===== src/rtl/puf_chain_eval.sv =====
// Arbiter-PUF chain controller: drives a challenge onto the chain select lines,
// fires the race REPS times and majority-votes the synchronised arbiter decision.
module puf_chain_eval #(
  parameter int STAGES = 32,
  parameter int SETTLE = 8,
  parameter int REPS   = 7,
  localparam int CW    = $clog2(REPS + 1)
) (
  input  logic              clk,
  input  logic              rst,
  input  logic              chal_valid,
  output logic              chal_ready,
  input  logic [STAGES-1:0] chal_data,
  input  logic              abort,
  output logic [STAGES-1:0] sel,
  output logic [1:0]        race_din,
  input  logic              arb_in,
  output logic              resp_valid,
  input  logic              resp_ready,
  output logic              resp_bit,
  output logic [CW-1:0]     resp_conf,
  output logic              busy
);

  localparam int TW = $clog2(SETTLE + 2);
  localparam logic [TW-1:0] PRE_LAST  = TW'(SETTLE - 1);
  // FIRE runs two extra cycles so the last launch has crossed the synchroniser
  localparam logic [TW-1:0] FIRE_LAST = TW'(SETTLE + 1);
  localparam logic [CW-1:0] REP_LAST  = CW'(REPS - 1);
  localparam logic [CW-1:0] HALF      = CW'(REPS / 2);

  localparam logic [2:0] S_IDLE = 3'd0;
  localparam logic [2:0] S_PRE  = 3'd1;
  localparam logic [2:0] S_FIRE = 3'd2;
  localparam logic [2:0] S_SAMP = 3'd3;
  localparam logic [2:0] S_DONE = 3'd4;

  logic [2:0]        state_q, state_d;
  logic [TW-1:0]     cnt_q, cnt_d;
  logic [CW-1:0]     rep_q, rep_d;
  logic [CW-1:0]     ones_q, ones_d;
  logic [CW-1:0]     ones_inc;
  logic [STAGES-1:0] sel_q, sel_d;
  logic [1:0]        race_q, race_d;
  logic              valid_q, valid_d;
  logic              bit_q, bit_d;
  logic [CW-1:0]     conf_q, conf_d;
  logic              sync1_q, sync2_q;

  always_comb begin
    state_d  = state_q;
    cnt_d    = cnt_q;
    rep_d    = rep_q;
    ones_d   = ones_q;
    sel_d    = sel_q;
    bit_d    = bit_q;
    conf_d   = conf_q;
    ones_inc = ones_q + CW'(sync2_q);

    if (abort && (state_q != S_IDLE)) begin
      state_d = S_IDLE;
    end else begin
      case (state_q)
        S_IDLE: begin
          if (chal_valid && !abort) begin
            sel_d   = chal_data;
            rep_d   = '0;
            ones_d  = '0;
            cnt_d   = '0;
            state_d = S_PRE;
          end
        end
        S_PRE: begin
          if (cnt_q == PRE_LAST) begin
            cnt_d   = '0;
            state_d = S_FIRE;
          end else begin
            cnt_d = cnt_q + TW'(1);
          end
        end
        S_FIRE: begin
          if (cnt_q == FIRE_LAST) begin
            cnt_d   = '0;
            state_d = S_SAMP;
          end else begin
            cnt_d = cnt_q + TW'(1);
          end
        end
        S_SAMP: begin
          ones_d = ones_inc;
          rep_d  = rep_q + CW'(1);
          if (rep_q == REP_LAST) begin
            bit_d   = (ones_inc > HALF);
            conf_d  = ones_inc;
            state_d = S_DONE;
          end else begin
            state_d = S_PRE;
          end
        end
        S_DONE: begin
          if (resp_ready) state_d = S_IDLE;
        end
        default: state_d = S_IDLE;
      endcase
    end

    race_d  = ((state_d == S_FIRE) || (state_d == S_SAMP)) ? 2'b11 : 2'b00;
    valid_d = (state_d == S_DONE);
  end

  always_ff @(posedge clk or posedge rst) begin
    if (rst) begin
      state_q <= S_IDLE;
      cnt_q   <= '0;
      rep_q   <= '0;
      ones_q  <= '0;
      sel_q   <= '0;
      race_q  <= 2'b00;
      valid_q <= 1'b0;
      bit_q   <= 1'b0;
      conf_q  <= '0;
      sync1_q <= 1'b0;
      sync2_q <= 1'b0;
    end else begin
      state_q <= state_d;
      cnt_q   <= cnt_d;
      rep_q   <= rep_d;
      ones_q  <= ones_d;
      sel_q   <= sel_d;
      race_q  <= race_d;
      valid_q <= valid_d;
      bit_q   <= bit_d;
      conf_q  <= conf_d;
      sync1_q <= arb_in;
      sync2_q <= sync1_q;
    end
  end

  assign chal_ready = (state_q == S_IDLE);
  assign busy       = (state_q != S_IDLE);
  assign sel        = sel_q;
  assign race_din   = race_q;
  assign resp_valid = valid_q;
  assign resp_bit   = bit_q;
  assign resp_conf  = conf_q;

endmodule

===== config.mk =====
export PLATFORM = sky130hd
export DESIGN_NAME = puf_chain_eval
export DESIGN_NICKNAME = d
export VERILOG_FILES = /design/src/rtl/puf_chain_eval.sv
export SDC_FILE = /design/constraint.sdc
export NUM_CORES = 1
export LEC_CHECK = 0
export CORE_UTILIZATION = 48
export DETAILED_ROUTE_END_ITERATION = 10
export PLACE_DENSITY_LB_ADDON = 0.12
export SLEW_MARGIN = 15
export SYNTH_ARGS = -nofsm -noshare
export SYNTH_HDL_FRONTEND = slang
export SYNTH_SLANG_ARGS = --single-unit

===== constraint.sdc =====
create_clock -name clk -period 2.35 [get_ports clk]
set_clock_uncertainty 0.05 [all_clocks]
set_input_delay 0.235 -clock clk [delete_from_list [all_inputs] [get_ports clk]]
set_output_delay 0.235 -clock clk [all_outputs]
set_load 0.05 [all_outputs]

==> impl_metrics.tcl, run 1 <==
set metrics [dict create \
    setup.worst_path.class "reg2out" \
    setup-tns-final_ns 0 \
    vias 1588 \
    seq_power_share_pct 31.7 \
    worst-r2r-setup-slack_ns 0.61 \
    final_cells 322 \
    grt_pass1_wl_um 7258 \
    placement.cell_area_mm2 0.003274 \
    clk_transition_reported_paths_ns 0.09 \
    yosys.cell_types.count 41 \
    finalNetCount 298 \
    share_of_synthesized_area_occupied_by_flip_flops_and_latches_pct 54.61 \
    postRouteWirelength_um 4438 \
    slowest_delay_ns 0.71 \
    initial_core_utilization_pct 50.75 \
    switching_power_mw 1.938 \
    period_share_pct 93.29 \
    drt-vias-per-instance 4.932 \
    fp.coreArea_mm2 0.004786 \
    finish.utilization_pct 70.93 \
    boundaryPins 79 \
    htree_levels 2 \
    cp.arrival_ns 1.91 \
    grt.total_usage_pct 18.03 \
    drive_above_1_share_pct 21.18 \
    max-vdd-ir-drop_mv 0.9715 \
    cts_post_setup_buffers_inserted 0 \
    grt_start_max_net_pins 34 \
    p_clk_share_pct 14.0 \
    synth.avg_cell_area_um2 14.04 \
    critical_path.max_fanout 10 \
    postSynthCellCount 173 \
    max_slew_margin_pct 64.72 \
    dp_hpwl_um 3185 \
    antenna_cells 0 \
    status "finished clean" \
    crit_path_top_delay_cell "sky130_fd_sc_hd__clkdlybuf4s50_1" \
    hold_path_class "in2async" \
    clk-insertion-delay-late_ns 0.30 \
    critical_path.startpoint_type "flop" \
    die-area_mm2 0.005348 \
    comb_power_share_pct 54.3 \
    detail_route.drc_violations 0 \
    overflow 0 \
    timing.critical_path.required_ns 2.07 \
    maxClockFrequency_mhz 456.2 \
    power.density_cell_area_mw_per_mm2 1333 \
    last_weighted_congestion_value_of_the_routability_driven_placer 0.8071 \
    setup_viol 0 \
    clockBufferDepth 2 \
    finalMaxSlewViolations 0 \
    clock_tree.root_cell "sky130_fd_sc_hd__clkbuf_8" \
    layout_commonest_cell "sky130_fd_sc_hd__clkdlybuf4s50_1" \
    detailedRoute.firstPassIterationCount 4 \
    cell_total_after_placement 314 \
    die_w_um 73.13 \
    area.growth.synth_to_final_pct 39.77 \
    number_of_violations_of_the_max_capacitance_limit 0 \
    whs_ns 0.2179 \
    antenna_found_initial 0 \
    max_slew.worst_pin.slew_ns 0.5276 \
    synth_enable_flop_cells 0 \
    synthesis.yosys.warnings 0 \
    worstSetupEndpointType "output port" \
    ys_ff_latch 53 \
    grt_pass1_vias 1568 \
    first_iter_violations 30 \
    port_buffers 78 \
    switching_share_pct 42.84 \
    final_area_mm2 0.003395 \
    numCtsBuffers 5 \
    clock_tree_from_tritoncts "built" \
    die-height_um 73.13 \
    final-hold-violation-count 0 \
    crit_chain "or3_1, clkdlybuf4s50_1" \
    wire_per_inst_um 13.78 \
    cellInternalPower_mw 2.586 \
    postCtsHoldBufs 0 \
    post_cts_resize_count 0 \
    final_cell_mix "sky130_fd_sc_hd__clkdlybuf4s50_1, sky130_fd_sc_hd__dfrtp_1, sky130_fd_sc_hd__mux2_4" \
    synth.net_count 217 \
    synth_top_flop_cell "sky130_fd_sc_hd__dfrtp_1" \
    row_count 25 \
    finalCriticalPeriod_ns 2.192 \
    total_leakage_power_nw 1.546 \
    rsz0062_at_grt "false" \
    synthesis.area_mm2 0.002429 \
    numClockSinks 53 \
    postRouteAntennaNets 0 \
    synth-async-reset-ratio_pct 100.0 \
]
[state kept, by name, summed over array words and instances, names as in the netlist]
signal and cells:
state_q 3, sync2_q 1, resp_conf 3, cnt_q 4, rep_q 3, resp_valid 1, ones_q 3, sel 32
race_din 1, sync1_q 1, resp_bit 1
[path summary, 6_finish.rpt]
check | start | to | cells past startpoint
hold / removal | rst | sel[17] | 2
setup / recovery | state_q[0] | busy | 2
max in group asynchronous | rst | sel[28] | 3
setup reg to reg | state_q[0] | resp_conf[1] | 3
min in group clk | sync1_q | sync2_q | 0
hold reg to reg | sync1_q | sync2_q | 0
[power groups by stage]
stage,clock [mW],sequential [mW],combinational (mW)
floorplan,0,2.42,0.742
global route,0.688,1.48,2.55
CTS,0.656,1.44,2.47
finish,0.634,1.43,2.46
global placement,0,1.44,2.45
detailed placement,0,1.44,2.46
[critical path, delay by kind of cell, from the launching register on]
kind	cells	cell delay (ns)
AND/OR/NAND/NOR	1	0.41
flip-flops	1	0.50
buffers and inverters	1	0.71
[Yosys cell counts (2+ instances only)]
cell	instances	share of area, %
sky130_fd_sc_hd__a21oi_1	5	1.0
sky130_fd_sc_hd__a22o_1	2	0.72
sky130_fd_sc_hd__and3b_1	2	0.72
sky130_fd_sc_hd__buf_4	2	0.62
sky130_fd_sc_hd__buf_6	4	1.9
sky130_fd_sc_hd__dfrtp_1	53	55
sky130_fd_sc_hd__ha_1	6	3.1
sky130_fd_sc_hd__inv_1	5	0.77
sky130_fd_sc_hd__mux2_2	5	2.3
sky130_fd_sc_hd__mux2_4	29	18
sky130_fd_sc_hd__nand2_1	10	1.5
sky130_fd_sc_hd__nand2b_1	2	0.52
sky130_fd_sc_hd__nand3b_1	3	0.93
sky130_fd_sc_hd__nor2_1	7	1.1
sky130_fd_sc_hd__nor2b_1	2	0.52
sky130_fd_sc_hd__nor3_1	3	0.62
sky130_fd_sc_hd__nor4b_1	2	0.72
sky130_fd_sc_hd__o21a_1	2	0.62
sky130_fd_sc_hd__o21ai_0	4	0.82
sky130_fd_sc_hd__o21ai_1	2	0.41
sky130_fd_sc_hd__o31ai_1	2	0.62
sky130_fd_sc_hd__or3_1	2	0.52
[stage by stage]
| stage | setup WS, ns | power (mW) |
|---|---|---|
| floorplan | 0.4543 | 3.160 |
| global placement | 0.4806 | 3.893 |
| detailed placement | 0.4265 | 3.907 |
| CTS | 0.1348 | 4.565 |
| global route | 0.06490 | 4.720 |
| finish | 0.1578 | 4.524 |
[kinds of logic after synthesis]
kind of cell             share of synthesized area, %
multiplexers                                    20.25
flip-flops                                      54.61
AND/OR/NAND/NOR                                 10.51
AO/OA/AOI/OAI                                   7.007
XOR/XNOR                                       0.7214
adder cells (fa/ha/maj)                         3.503
buffers and inverters                           3.400
[layer usage]
metal  up-vias  global-route usage, %  share of wire (%)
li1        771                      -                  -
met1       763                  23.41                 46
met2        48                  29.32                 48
met3         6                  4.696                5.0
met4         0                  6.100                1.6
met5         -                      0                  0
[final cells by class]
type                            count  area, um2
Tap cell                           67      83.83
Multi-Input combinational cell    108       1020
Clock buffer                        6      82.58
Sequential cell                    53       1326
Clock inverter                      2      37.54
Timing Repair Buffer               81      825.8
Inverter                            5      18.77
Fill cell                         367       1391
No activity file was read; power rests on OpenSTA's default activity.
==> run 2: changes to the inputs <==
Settings changed: CORE_UTILIZATION 48 to 35, HOLD_SLACK_MARGIN from default to 0.08, SLEW_MARGIN 15 to 20.
==> impl_metrics.tcl, run 2 (synthesis results as in run 1) <==
set metrics [dict create \
    power.density_cell_area_mw_per_mm2 1326 \
    vias 1585 \
    area.growth.synth_to_final_pct 40.29 \
    grt_pass1_wl_um 7383 \
    total_leakage_power_nw 1.552 \
    antenna_cells 0 \
    drive_above_1_share_pct 21.48 \
    crit_path_top_delay_cell "sky130_fd_sc_hd__clkdlybuf4s50_1" \
    rsz0062_at_grt "false" \
    hold_path_class "in2async" \
    setup_viol 0 \
    row_count 29 \
    overflow 0 \
    htree_levels 2 \
    status "finished clean" \
    last_weighted_congestion_value_of_the_routability_driven_placer 0.7241 \
    period_share_pct 94.24 \
    setup-tns-final_ns 0 \
    postRouteAntennaNets 0 \
    fp.coreArea_mm2 0.006531 \
    grt_pass1_vias 1486 \
    maxClockFrequency_mhz 451.5 \
    slowest_delay_ns 0.71 \
    postCtsHoldBufs 0 \
    cts_post_setup_buffers_inserted 0 \
    die-height_um 85.30 \
    final_cells 333 \
    largest_register_ff_count 32 \
    max_slew.worst_pin.slew_ns 0.5666 \
    port_buffers 78 \
    wire_per_inst_um 13.96 \
    worstPathBufferInverterCount 1 \
    antenna_found_initial 0 \
    cp.arrival_ns 1.93 \
    num-fill-cells 605 \
    clk-insertion-delay-late_ns 0.30 \
    boundaryPins 79 \
    number_of_violations_of_the_max_capacitance_limit 0 \
    clock_tree.root_cell "sky130_fd_sc_hd__clkbuf_8" \
    clockBufferDepth 2 \
    grt.total_usage_pct 13.17 \
    finalNetCount 299 \
    detail_route.drc_violations 0 \
    worstSetupEndpointType "output port" \
    first_iter_violations 32 \
    totalPowerFinal_mw 4.517 \
    critical_path.startpoint_type "flop" \
    detailedRoute.firstPassIterationCount 4 \
    finish.utilization_pct 52.16 \
    max-vdd-ir-drop_mv 0.6461 \
    dp_hpwl_um 3242 \
    cell_total_after_placement 325 \
    die_w_um 85.30 \
    numClockSinks 53 \
    die-area_mm2 0.007276 \
    final_cell_mix "sky130_fd_sc_hd__clkdlybuf4s50_1, sky130_fd_sc_hd__dfrtp_1, sky130_fd_sc_hd__mux2_4" \
    numCtsBuffers 5 \
    post_cts_resize_count 0 \
    critical_path.max_fanout 10 \
    finalMaxSlewViolations 0 \
    drt-vias-per-instance 4.760 \
    timing.critical_path.required_ns 2.07 \
    placement.cell_area_mm2 0.003294 \
    clock_tree_from_tritoncts "built" \
    postRouteWirelength_um 4649 \
    setup.worst_path.class "reg2out" \
    max_slew_margin_pct 61.98 \
    final_area_mm2 0.003407 \
    initial_core_utilization_pct 37.18 \
    clk_transition_reported_paths_ns 0.10 \
    layout_commonest_cell "sky130_fd_sc_hd__clkdlybuf4s50_1" \
    crit_chain "or3_1, clkdlybuf4s50_1" \
    crit_family "buffers and inverters" \
    finalCriticalPeriod_ns 2.215 \
    final-hold-violation-count 0 \
    grt_start_max_net_pins 39 \
]
[run 2: cell count changes in the layout (fill, tap and decap cells not counted)]
cell,change
sky130_fd_sc_hd__buf_4,+1
sky130_fd_sc_hd__clkbuf_8,-1
sky130_fd_sc_hd__clkinv_2,+1
sky130_fd_sc_hd__clkinvlp_4,-1
sky130_fd_sc_hd__inv_6,+1
[run 2: path summary, 6_finish.rpt]
kind | start | end | slack [ns] | cells after the start
max in group asynchronous | rst | state_q[1] | 1.56 | 3
worst max-delay path | state_q[0] | busy | 0.14 | 2
worst min-delay path | rst | sel[30] | 0.17 | 2
min in group clk | sync1_q | sync2_q | 0.31 | 0
worst min register to register | sync1_q | sync2_q | 0.31 | 0
worst max register to register | state_q[0] | resp_conf[1] | 0.61 | 3
[run 2: final cells by class]
class	count	area [um2]	share of cell area, %
clock buffer	5	68.82	2.020
clock inverter	3	43.79	1.285
inverter	5	18.77	0.5509
multi-input combinational	108	1020	29.93
sequential	53	1326	38.93
tap	77	96.34	2.828
timing repair buffer	82	833.3	24.46
[run 2: report_power, final]
group / total [mW] / internal [mW] / switching [mW]
clock: 0.621 / 0.320 / 0.302
combinational: 2.46 / 1.02 / 1.44
sequential: 1.44 / 1.22 / 0.212
total: 4.52 / 2.56 / 1.96
[run 2: metal layers]
| metal | vias to the layer above | global-route usage, % | part of all wire (%) |
|---|---|---|---|
| met5 | - | 0 | 0 |
| met4 | 0 | 4.242 | 1.2 |
| met3 | 4 | 4.280 | 4.9 |
| met2 | 47 | 19.57 | 45 |
| met1 | 767 | 18.27 | 48 |
| li1 | 767 | - | - |
[run 2: stage by stage]
stage	hold slack [ns]	setup slack, ns
2_1_floorplan	0.2164	0.4543
3_3_place_gp	0.2823	0.4710
3_5_place_dp	0.2847	0.4698
4_1_cts	0.1604	0.1175
5_1_grt	0.1891	0.05300
6_report	0.1673	0.1353
==> run 3: changes to the inputs <==
Settings changed: CAP_MARGIN from default to 25.
==> results of run 3 <==
No change in the layout: final DEF, timing and power equal those of run 2.
